**src/rtl/bit_serializer_pkg.sv**
```systemverilog
// Shared definitions for the bit serializer: FSM state encoding, PRBS-7
// constants and the counter-width helper. The PRBS constants are only used
// when BIT_SERIALIZER_PRBS_EN is defined.
package bit_serializer_pkg;

  typedef enum logic [1:0] {
    ST_IDLE  = 2'd0,
    ST_SHIFT = 2'd1,
    ST_PRBS  = 2'd2
  } state_t;

  // PRBS-7, x^7 + x^6 + 1: output is bit 6, feedback is bit 6 xor bit 5
  localparam logic [6:0] PRBS_SEED   = 7'h7F;
  localparam int         PRBS_TAP_HI = 6;
  localparam int         PRBS_TAP_LO = 5;

  // Width of a counter that runs 0..count-1; never narrower than one bit
  function automatic int cnt_width(input int count);
    return (count <= 2) ? 1 : $clog2(count);
  endfunction

endpackage

```
**src/rtl/bit_serializer_if.sv**
```systemverilog
// Upstream word handshake for the bit serializer.
// Valid/ready: the master raises s_valid with s_data and holds both stable
// until a rising clk edge sees s_valid & s_ready; that edge transfers the word.
// s_ready never depends combinationally on s_valid.
interface bit_serializer_if #(
  parameter int DATA_W = 8
);
  logic              s_valid;
  logic              s_ready;
  logic [DATA_W-1:0] s_data;

  modport master (output s_valid, output s_data, input s_ready);
  modport slave  (input s_valid, input s_data, output s_ready);
endinterface

```
**src/rtl/bit_serializer_baud.sv**
```systemverilog
// Bit-period divider: counts BIT_DIV clocks per serial bit while running.
// tick marks the last clock of a bit, first marks its first clock.
// The count is forced to zero while stopped or when a new word/PRBS run starts.
module bit_serializer_baud
  import bit_serializer_pkg::*;
#(
  parameter int BIT_DIV = 1
) (
  input  logic clk,
  input  logic rst_n,
  input  logic run,
  input  logic restart,
  output logic tick,
  output logic first
);

  localparam int            DW   = cnt_width(BIT_DIV);
  localparam logic [DW-1:0] LAST = DW'(BIT_DIV - 1);

  logic [DW-1:0] cnt_q;

  // Divider counter, wraps to zero at the terminal count
  always_ff @(posedge clk or negedge rst_n) begin
    if (!rst_n) begin
      cnt_q <= '0;
    end else if (restart || !run) begin
      cnt_q <= '0;
    end else if (cnt_q == LAST) begin
      cnt_q <= '0;
    end else begin
      cnt_q <= cnt_q + DW'(1);
    end
  end

  assign tick  = run && (cnt_q == LAST);
  assign first = run && (cnt_q == '0);

endmodule

```
**src/rtl/bit_serializer.sv**
```systemverilog
// Parallel-to-serial feeder for the sequence detector. Words arrive over a
// valid/ready handshake into a one-word hold register, then shift out on
// bit_out, MSB or LSB first. The hold register lets the next word load in the
// same edge the current one ends, so streaming is gap-free.
// Optional feature: define BIT_SERIALIZER_PRBS_EN to add a prbs_mode input
// and a PRBS-7 test-pattern state.
module bit_serializer
  import bit_serializer_pkg::*;
#(
  parameter int   DATA_W   = 8,
  parameter int   BIT_DIV  = 1,
  parameter logic IDLE_LVL = 1'b0
) (
  input  logic                clk,
  input  logic                rst_n,
  bit_serializer_if.slave     s,
  input  logic                lsb_first,
`ifdef BIT_SERIALIZER_PRBS_EN
  input  logic                prbs_mode,
`endif
  output logic                bit_out,
  output logic                bit_strobe,
  output logic                word_done,
  output logic                busy,
  output state_t              dbg_state
);

  localparam int            BW       = cnt_width(DATA_W);
  localparam logic [BW-1:0] LAST_BIT = BW'(DATA_W - 1);

  state_t            state_q, state_d;
  logic [DATA_W-1:0] hold_q;
  logic              hold_full_q;
  logic [DATA_W-1:0] shreg_q;
  logic              lsb_q;
  logic [BW-1:0]     bit_cnt_q;
  logic              ready_int;
  logic              accept;
  logic              load;
  logic              prbs_enter;
  logic              lfsr_step;
  logic              tick;
  logic              first;
  logic              bit_adv;
  logic              last_bit;

  assign ready_int = !hold_full_q && (state_q != ST_PRBS);
  assign s.s_ready = ready_int;
  assign accept    = s.s_valid && ready_int;
  assign bit_adv   = (state_q == ST_SHIFT) && tick;
  assign last_bit  = (bit_cnt_q == LAST_BIT);

  bit_serializer_baud #(.BIT_DIV(BIT_DIV)) u_baud (
    .clk     (clk),
    .rst_n   (rst_n),
    .run     (state_q != ST_IDLE),
    .restart (load || prbs_enter),
    .tick    (tick),
    .first   (first)
  );

  // FSM next state and the per-edge load/advance decisions
  always_comb begin
    state_d    = state_q;
    load       = 1'b0;
    prbs_enter = 1'b0;
    lfsr_step  = 1'b0;
    word_done  = 1'b0;
    case (state_q)
      ST_IDLE: begin
`ifdef BIT_SERIALIZER_PRBS_EN
        if (prbs_mode) begin
          state_d    = ST_PRBS;
          prbs_enter = 1'b1;
        end else
`endif
        if (hold_full_q) begin
          load    = 1'b1;
          state_d = ST_SHIFT;
        end
      end
      ST_SHIFT: begin
        if (tick && last_bit) begin
          word_done = 1'b1;
          if (hold_full_q) begin
            load = 1'b1;
          end else begin
            state_d = ST_IDLE;
          end
        end
      end
`ifdef BIT_SERIALIZER_PRBS_EN
      ST_PRBS: begin
        if (tick) begin
          lfsr_step = 1'b1;
          if (!prbs_mode) begin
            state_d = ST_IDLE;
          end
        end
      end
`endif
      default: state_d = ST_IDLE;
    endcase
  end

  // FSM state register
  always_ff @(posedge clk or negedge rst_n) begin
    if (!rst_n) begin
      state_q <= ST_IDLE;
    end else begin
      state_q <= state_d;
    end
  end

  // Hold register: filled on accept, freed on the edge the shifter reads it
  always_ff @(posedge clk or negedge rst_n) begin
    if (!rst_n) begin
      hold_q      <= '0;
      hold_full_q <= 1'b0;
    end else if (accept) begin
      hold_q      <= s.s_data;
      hold_full_q <= 1'b1;
    end else if (load) begin
      hold_full_q <= 1'b0;
    end
  end

  // Shifter and bit counter; bit order is latched with the word
  always_ff @(posedge clk or negedge rst_n) begin
    if (!rst_n) begin
      shreg_q   <= '0;
      lsb_q     <= 1'b0;
      bit_cnt_q <= '0;
    end else if (load) begin
      shreg_q   <= hold_q;
      lsb_q     <= lsb_first;
      bit_cnt_q <= '0;
    end else if (bit_adv) begin
      shreg_q   <= lsb_q ? (shreg_q >> 1) : (shreg_q << 1);
      bit_cnt_q <= last_bit ? '0 : bit_cnt_q + BW'(1);
    end
  end

`ifdef BIT_SERIALIZER_PRBS_EN
  logic [6:0] lfsr_q;

  // PRBS-7 generator, reseeded on every PRBS entry
  always_ff @(posedge clk or negedge rst_n) begin
    if (!rst_n) begin
      lfsr_q <= PRBS_SEED;
    end else if (prbs_enter) begin
      lfsr_q <= PRBS_SEED;
    end else if (lfsr_step) begin
      lfsr_q <= {lfsr_q[5:0], lfsr_q[PRBS_TAP_HI] ^ lfsr_q[PRBS_TAP_LO]};
    end
  end
`endif

  // Serial output select: shifter end bit, PRBS bit, or the idle level
  always_comb begin
    bit_out = IDLE_LVL;
    case (state_q)
      ST_SHIFT: bit_out = lsb_q ? shreg_q[0] : shreg_q[DATA_W-1];
`ifdef BIT_SERIALIZER_PRBS_EN
      ST_PRBS:  bit_out = lfsr_q[PRBS_TAP_HI];
`endif
      default:  bit_out = IDLE_LVL;
    endcase
  end

  assign bit_strobe = first;
  assign busy       = (state_q == ST_SHIFT);
  assign dbg_state  = state_q;

endmodule

```
**src/flat_wrapper.sv**
```systemverilog
// flat-port wrapper written by rule: the top's interface ports become plain ports
module bit_serializer_flat import bit_serializer_pkg::*;
#(
  parameter int   DATA_W   = 8,
  parameter int   BIT_DIV  = 1,
  parameter logic IDLE_LVL = 1'b0
)
  (clk, rst_n, lsb_first, bit_out, bit_strobe, word_done, busy, dbg_state, s_s_valid, s_s_data, s_s_ready);
  bit_serializer_if #(.DATA_W(DATA_W)) s_i ();
  input  logic clk;
  input  logic rst_n;
  input  logic lsb_first;
  output logic bit_out;
  output logic bit_strobe;
  output logic word_done;
  output logic busy;
  output state_t dbg_state;
  input wire logic [$bits(s_i.s_valid)-1:0] s_s_valid;
  input wire logic [$bits(s_i.s_data)-1:0] s_s_data;
  output wire logic [$bits(s_i.s_ready)-1:0] s_s_ready;
  assign s_i.s_valid = s_s_valid;
  assign s_i.s_data = s_s_data;
  assign s_s_ready = s_i.s_ready;
  bit_serializer #(.DATA_W(DATA_W), .BIT_DIV(BIT_DIV), .IDLE_LVL(IDLE_LVL)) u_core (.clk(clk), .rst_n(rst_n), .s(s_i), .lsb_first(lsb_first), .bit_out(bit_out), .bit_strobe(bit_strobe), .word_done(word_done), .busy(busy), .dbg_state(dbg_state));
endmodule
```
**config.mk**
```make
export PLATFORM = sky130hd
export DESIGN_NAME = bit_serializer_flat
export DESIGN_NICKNAME = d
export VERILOG_FILES = /design/src/rtl/bit_serializer_pkg.sv /design/src/rtl/bit_serializer_if.sv /design/src/rtl/bit_serializer_baud.sv /design/src/rtl/bit_serializer.sv /design/src/flat_wrapper.sv
export SDC_FILE = /design/constraint.sdc
export NUM_CORES = 1
export LEC_CHECK = 0
export CELL_PAD_IN_SITES_DETAIL_PLACEMENT = 1
export CELL_PAD_IN_SITES_GLOBAL_PLACEMENT = 2
export CORE_UTILIZATION = 34
export CTS_BUF_LIST = sky130_fd_sc_hd__clkbuf_16
export CTS_CLUSTER_DIAMETER = 60
export DETAILED_ROUTE_END_ITERATION = 12
export PLACE_DENSITY = 0.87
export SLEW_MARGIN = 20
export SYNTH_ARGS = -nofsm -noshare
export SYNTH_HDL_FRONTEND = slang
export SYNTH_HIERARCHICAL = 1
export SYNTH_SLANG_ARGS = --single-unit
```
**constraint.sdc**
```tcl
create_clock -name clk -period 2.6 [get_ports clk]
set_input_delay 0.52 -clock clk [delete_from_list [all_inputs] [get_ports clk]]
set_output_delay 0.52 -clock clk [all_outputs]
set_load 0.05 [all_outputs]
```
# Word-level counts from Yosys, hierarchy flattened
# Index checks and enable logic that the tools add are counted.
# W data, S select, Z words.
dict set report word_totals {
  reg_bits 24
}
dict set report op_classes {
  reduce_logical 13
  add_sub_neg 2
  muxes 21
  bitwise 1
  n_eq_ne 6
}
# operator n
set ops {}
lappend ops {{$mux W8} 3}
lappend ops {{$mux W1} 10}
lappend ops {{$mux W3} 3}
lappend ops {{$mux W2} 3}
lappend ops {{$reduce_bool A2 Y1} 3}
lappend ops {{$logic_and A1 B1 Y1} 5}
lappend ops {{$ne A2 B1 Y1 const B} 2}
lappend ops {{$ne A2 B2 Y1 const B} 2}
lappend ops {{$pmux W2 S2} 1}
lappend ops {{$add A3 B1 Y3 const B} 1}
lappend ops {{$eq A3 B3 Y1 const B} 1}
lappend ops {{$reduce_and A3 Y1} 1}
lappend ops {{$eq A2 B1 Y1 const B} 1}
lappend ops {{$logic_not A1 Y1} 2}
lappend ops {{$logic_not A2 Y1} 1}
lappend ops {{$pmux W1 S2} 1}
lappend ops {{$add A1 B1 Y1 const B} 1}
lappend ops {{$logic_or A1 B1 Y1} 1}
lappend ops {{$not A1 Y1} 1}

# Logic depth before layout (Yosys ltp)
# Gate-level depths: netlist (run 1).
dict set report logic_depth {
  word_depth 7
  mapped_depth 7
}

# Cells and area by module
# The synthesis (run 1) kept the hierarchy.
# mod n_inst cells_per_inst area_each_um2
set modules_own_cells {}
lappend modules_own_cells {bit_serializer 1 96 1118.6}
lappend modules_own_cells {bit_serializer_baud 1 2 15.0}

# Least setup slack after synthesis (run 1)
# No wires, ideal clock.
dict set report synth_timing {
  path_type {flip-flop to output port}
  start {register u_core.state_q[0], in the netlist u_core/dbg_state[0]}
  end {output port bit_out}
  t_required_ns 2.080
  stages_incl_launch_ff 3
  n_path_buf 1
  slack_ns 0.462
  arrival_ns 1.618
  cell_sequence {dfrtp_1 buf_4 nor2b_1}
}
dict set report synth_between {
  elab_chain_cells 2
}
# element line
set synth_rtl {}
lappend synth_rtl {{start: declaration} bit_serializer.sv:31} ;# state_t state_q, state_d;
lappend synth_rtl {{start signal: assignment} bit_serializer.sv:111} ;# state_q <= state_d;
lappend synth_rtl {{$eq A2 B1 Y1} bit_serializer.sv:162} ;# case (state_q)
lappend synth_rtl {{$mux W1} bit_serializer.sv:162}
lappend synth_rtl {{end: declaration} flat_wrapper.sv:13} ;# output logic bit_out;
# No other way between the ends.

# Worst setup path after layout (run 1)
dict set report layout_timing {
  start {register u_core.lsb_q}
  end {output port bit_out}
}
dict set report layout_between {
  elab_chain_cells 2
}
# element line
set layout_rtl {}
lappend layout_rtl {{start: declaration} bit_serializer.sv:35} ;# logic lsb_q;
lappend layout_rtl {{start signal: assignment} bit_serializer.sv:136} ;# lsb_q <= lsb_first;
lappend layout_rtl {{$mux W1} bit_serializer.sv:163} ;# ST_SHIFT: bit_out = lsb_q ? shreg_q[0] : shreg_q[DATA_W-1];
lappend layout_rtl {{$mux W1} bit_serializer.sv:162}
# No other way between the ends.

==> impl_metrics.toml, run 1 <==
[logic_synthesis]
ys_ff_latch = 22
synth_ff_type = "dfrtp_1"
synth_top_family_by_area = "multiplexers"
synth_cell_types = 29
ys_warn_count = 6
synth_edf_count = 0
synthSimpleGateAreaFrac_pct = 12.03
synth_fa_ha_area_share_pct = 2.208
synth_xor_area_share_pct = 0
syn_area_um2 = 1134
synthArstFlopShare_pct = 100.0
seq_area_frac_synth_pct = 48.57
synth-compound-area-share_pct = 12.14
synthCells = 98
synthTopCellsByArea = "dfrtp_1 (49%), mux2_2 (8.9%), mux2i_1 (7.1%), nand2_1 (4.0%), o221a_2 (4.0%)"
synth.area.mux_share_pct = 17.00
synth.top_cell.area_share_pct = 48.57
synth_top_area_cell = "dfrtp_1"
syn-num-nets = 112
syn_area_per_cell_um2 = 11.57

[hold_path]
whs_path_depth = 2
hp-start = "u_core/bit_cnt_q[1]"
hold_class = "reg -> reg"
hold_end = "u_core/bit_cnt_q[1]"

[pwr]
p_leak_nw = 0.6326
ir_worst_vdd_uv = 407.3
power_frac_comb_pct = 43.2
clkPwrFrac_pct = 18.7
power_density_nw_per_um2 = 1247
p_sw_share_pct = 36.00
power_mw = 1.724
p_switching_uw = 620.6
p_int_mw = 1.103
p_seq_share_pct = 38.1

[final_layout]
syn_to_final_growth_pct = 21.97
antennaDiodeCount = 0
layout_commonest_cell = "dfrtp_1"
final_cell_mix = "dfrtp_1 (22), clkdlybuf4s50_1 (16), nand2_1 (12)"
drive_above_1_share_pct = 18.18
nNetsFinal = 126

[critical_path]
r2r_start = "u_core/dbg_state[0]"
worstSetupEndpointType = "output port"
crit_path_start_kind = "register"
reg2reg_depth = 3
crit_required_ps = 2080
cp.arrival_ps = 1950
r2r_end = "u_core/shreg_q[7]"
r2r_setup_slack_ps = 740
crit_fanout = 10
path_class = "reg -> out"
cp-startpoint = "u_core/lsb_q"

[floorplan]
die_w_um = 59.74
start_util_pct = 36.53
coreArea_um2 = 3103
rows = 20
die_area_um2 = 3569
io_pins = 19
die_y_um = 59.74

[route]
vias = 773
avgViaCountPerCell = 5.019
antenna_left = 0
first_iter_violations = 20
wl_mm = 2.359
wl_per_cell_um = 15.32
drcViolationCount = 0
dr.pass1.iters = 4

[sta]
slew_headroom_pct = 52.92
post-route-period-util_pct = 95.04
worst_pin_slew_ps = 686.5
max_freq_ghz = 0.4047
hold_violations = 0
setup_violations = 0
slew_viol_final = 0
period_minus_slack_ps = 2471
clock_skew_ps = 4.277
rsz0062_at_grt = "no"
fin_setup_tns_ps = 0

[clocking]
cts_sinks = 22
cts_resized = 0
cts_tree = "done"
cts.clk_slew.worst_paths_ps = 50
cts_max_level = 1
cts_inserted_buffers = 3
clockRootBuffer = "clkbuf_16"
cts_hold_buf = 0
postCtsSetupBuffers = 0
clk_latency_ps = 260
cts_buffer_depth = 2

[placement]
dpl.hpwl_mm = 1.692
gp_congestion = 0.7085
portBuffers = 17

[grt]
overflow = 0
grt_util_all_layers_pct = 16.09
grt_pass1_wl_mm = 4.105
first_global_vias = 837
antenna_found_initial = 0
grt_max_degree = 23

[run]
cap_violations = 0

[status]
outcome = "completed"
power groups by stage:
| stage | combinational (mW) | sequential, mW | clock (mW) |
|---|---|---|---|
| after floorplan | 0.631 | 0.594 | 0 |
| after global placement | 0.722 | 0.646 | 0 |
| after detailed placement | 0.750 | 0.660 | 0 |
| after CTS | 0.760 | 0.656 | 0.333 |
| after global routing | 0.831 | 0.682 | 0.348 |
| final | 0.745 | 0.657 | 0.322 |
per-layer routing:
| metal | track usage (%) | share of wire (%) |
|---|---|---|
| met1 | 21.17 | 46 |
| met2 | 26.03 | 48 |
| met3 | 3.247 | 4.1 |
| met4 | 5.980 | 1.7 |
| met5 | 0 | 0 |
final cells by class:
cell class	count	area [µm²]
Tap cell	44	55.05
Multi-Input combinational cell	62	495.5
Fill cell	348	1720
Inverter	3	11.26
Timing Repair Buffer	20	195.2
Sequential cell	22	550.5
Clock buffer	3	75.07
stage by stage:
stage | setup slack [ps] | cells | hold slack, ps | util, % | cell area, µm²
global route | 40.16 | 154 | 530.9 | 44.56 | 1383
floorplan | 462.3 | 98 | 224.4 | - | 1134
CTS | 100.1 | 154 | 488.2 | 44.48 | 1380
detailed placement | 381.2 | 151 | 474.2 | 42.06 | 1305
global placement | 434.5 | 151 | 454.5 | 42.06 | 1305
finish | 129.0 | 154 | 483.1 | 44.56 | 1383
registers in the layout, summed over array words and instances, names as in the netlist:
register,count
u_core/shreg_q,8
u_core/bit_cnt_q,3
u_core/dbg_state,1
u_core/hold_full_q,1
u_core/lsb_q,1
u_core/hold_q,8
kinds of logic (layout without fill, tap and decap cells):
family	after synthesis	in the layout
adders and majority gates	2	2
AOI/OAI and AO/OA	15	15
buffers and inverters	14	26
muxes	18	18
and+or+nand+nor	26	26
other	1	1
DFF	22	22
Yosys cell counts, types with 2 or more instances:
cell	instances
ha_1	2
nor2_1	3
buf_6	2
nand2_1	12
nor2b_1	2
buf_4	5
a211oi_1	2
dfrtp_1	22
a221o_1	2
clkbuf_1	3
mux2i_1	8
inv_1	3
nand3b_1	5
o221a_2	4
mux2_2	9
worst max path at each step:
stage / endpoint / cells past startpoint
detailed placement: word_done / 4
global placement: word_done / 4
floorplan: bit_out / 2
CTS: word_done / 4
finish: bit_out / 3
global route: bit_out / 3
worst max-delay path: stages (launching register included):
cell             delay, ps
dfrtp_1                610
mux2i_1                150
nor2b_1                130
clkdlybuf4s50_1        800
(Power assumes the default switching activity.)
==> inputs of run 2 (changes only) <==
Settings changed: SETUP_SLACK_MARGIN from default to 0.02.
==> results of run 2 <==
No change in the layout: final DEF, timing and power equal those of run 1.
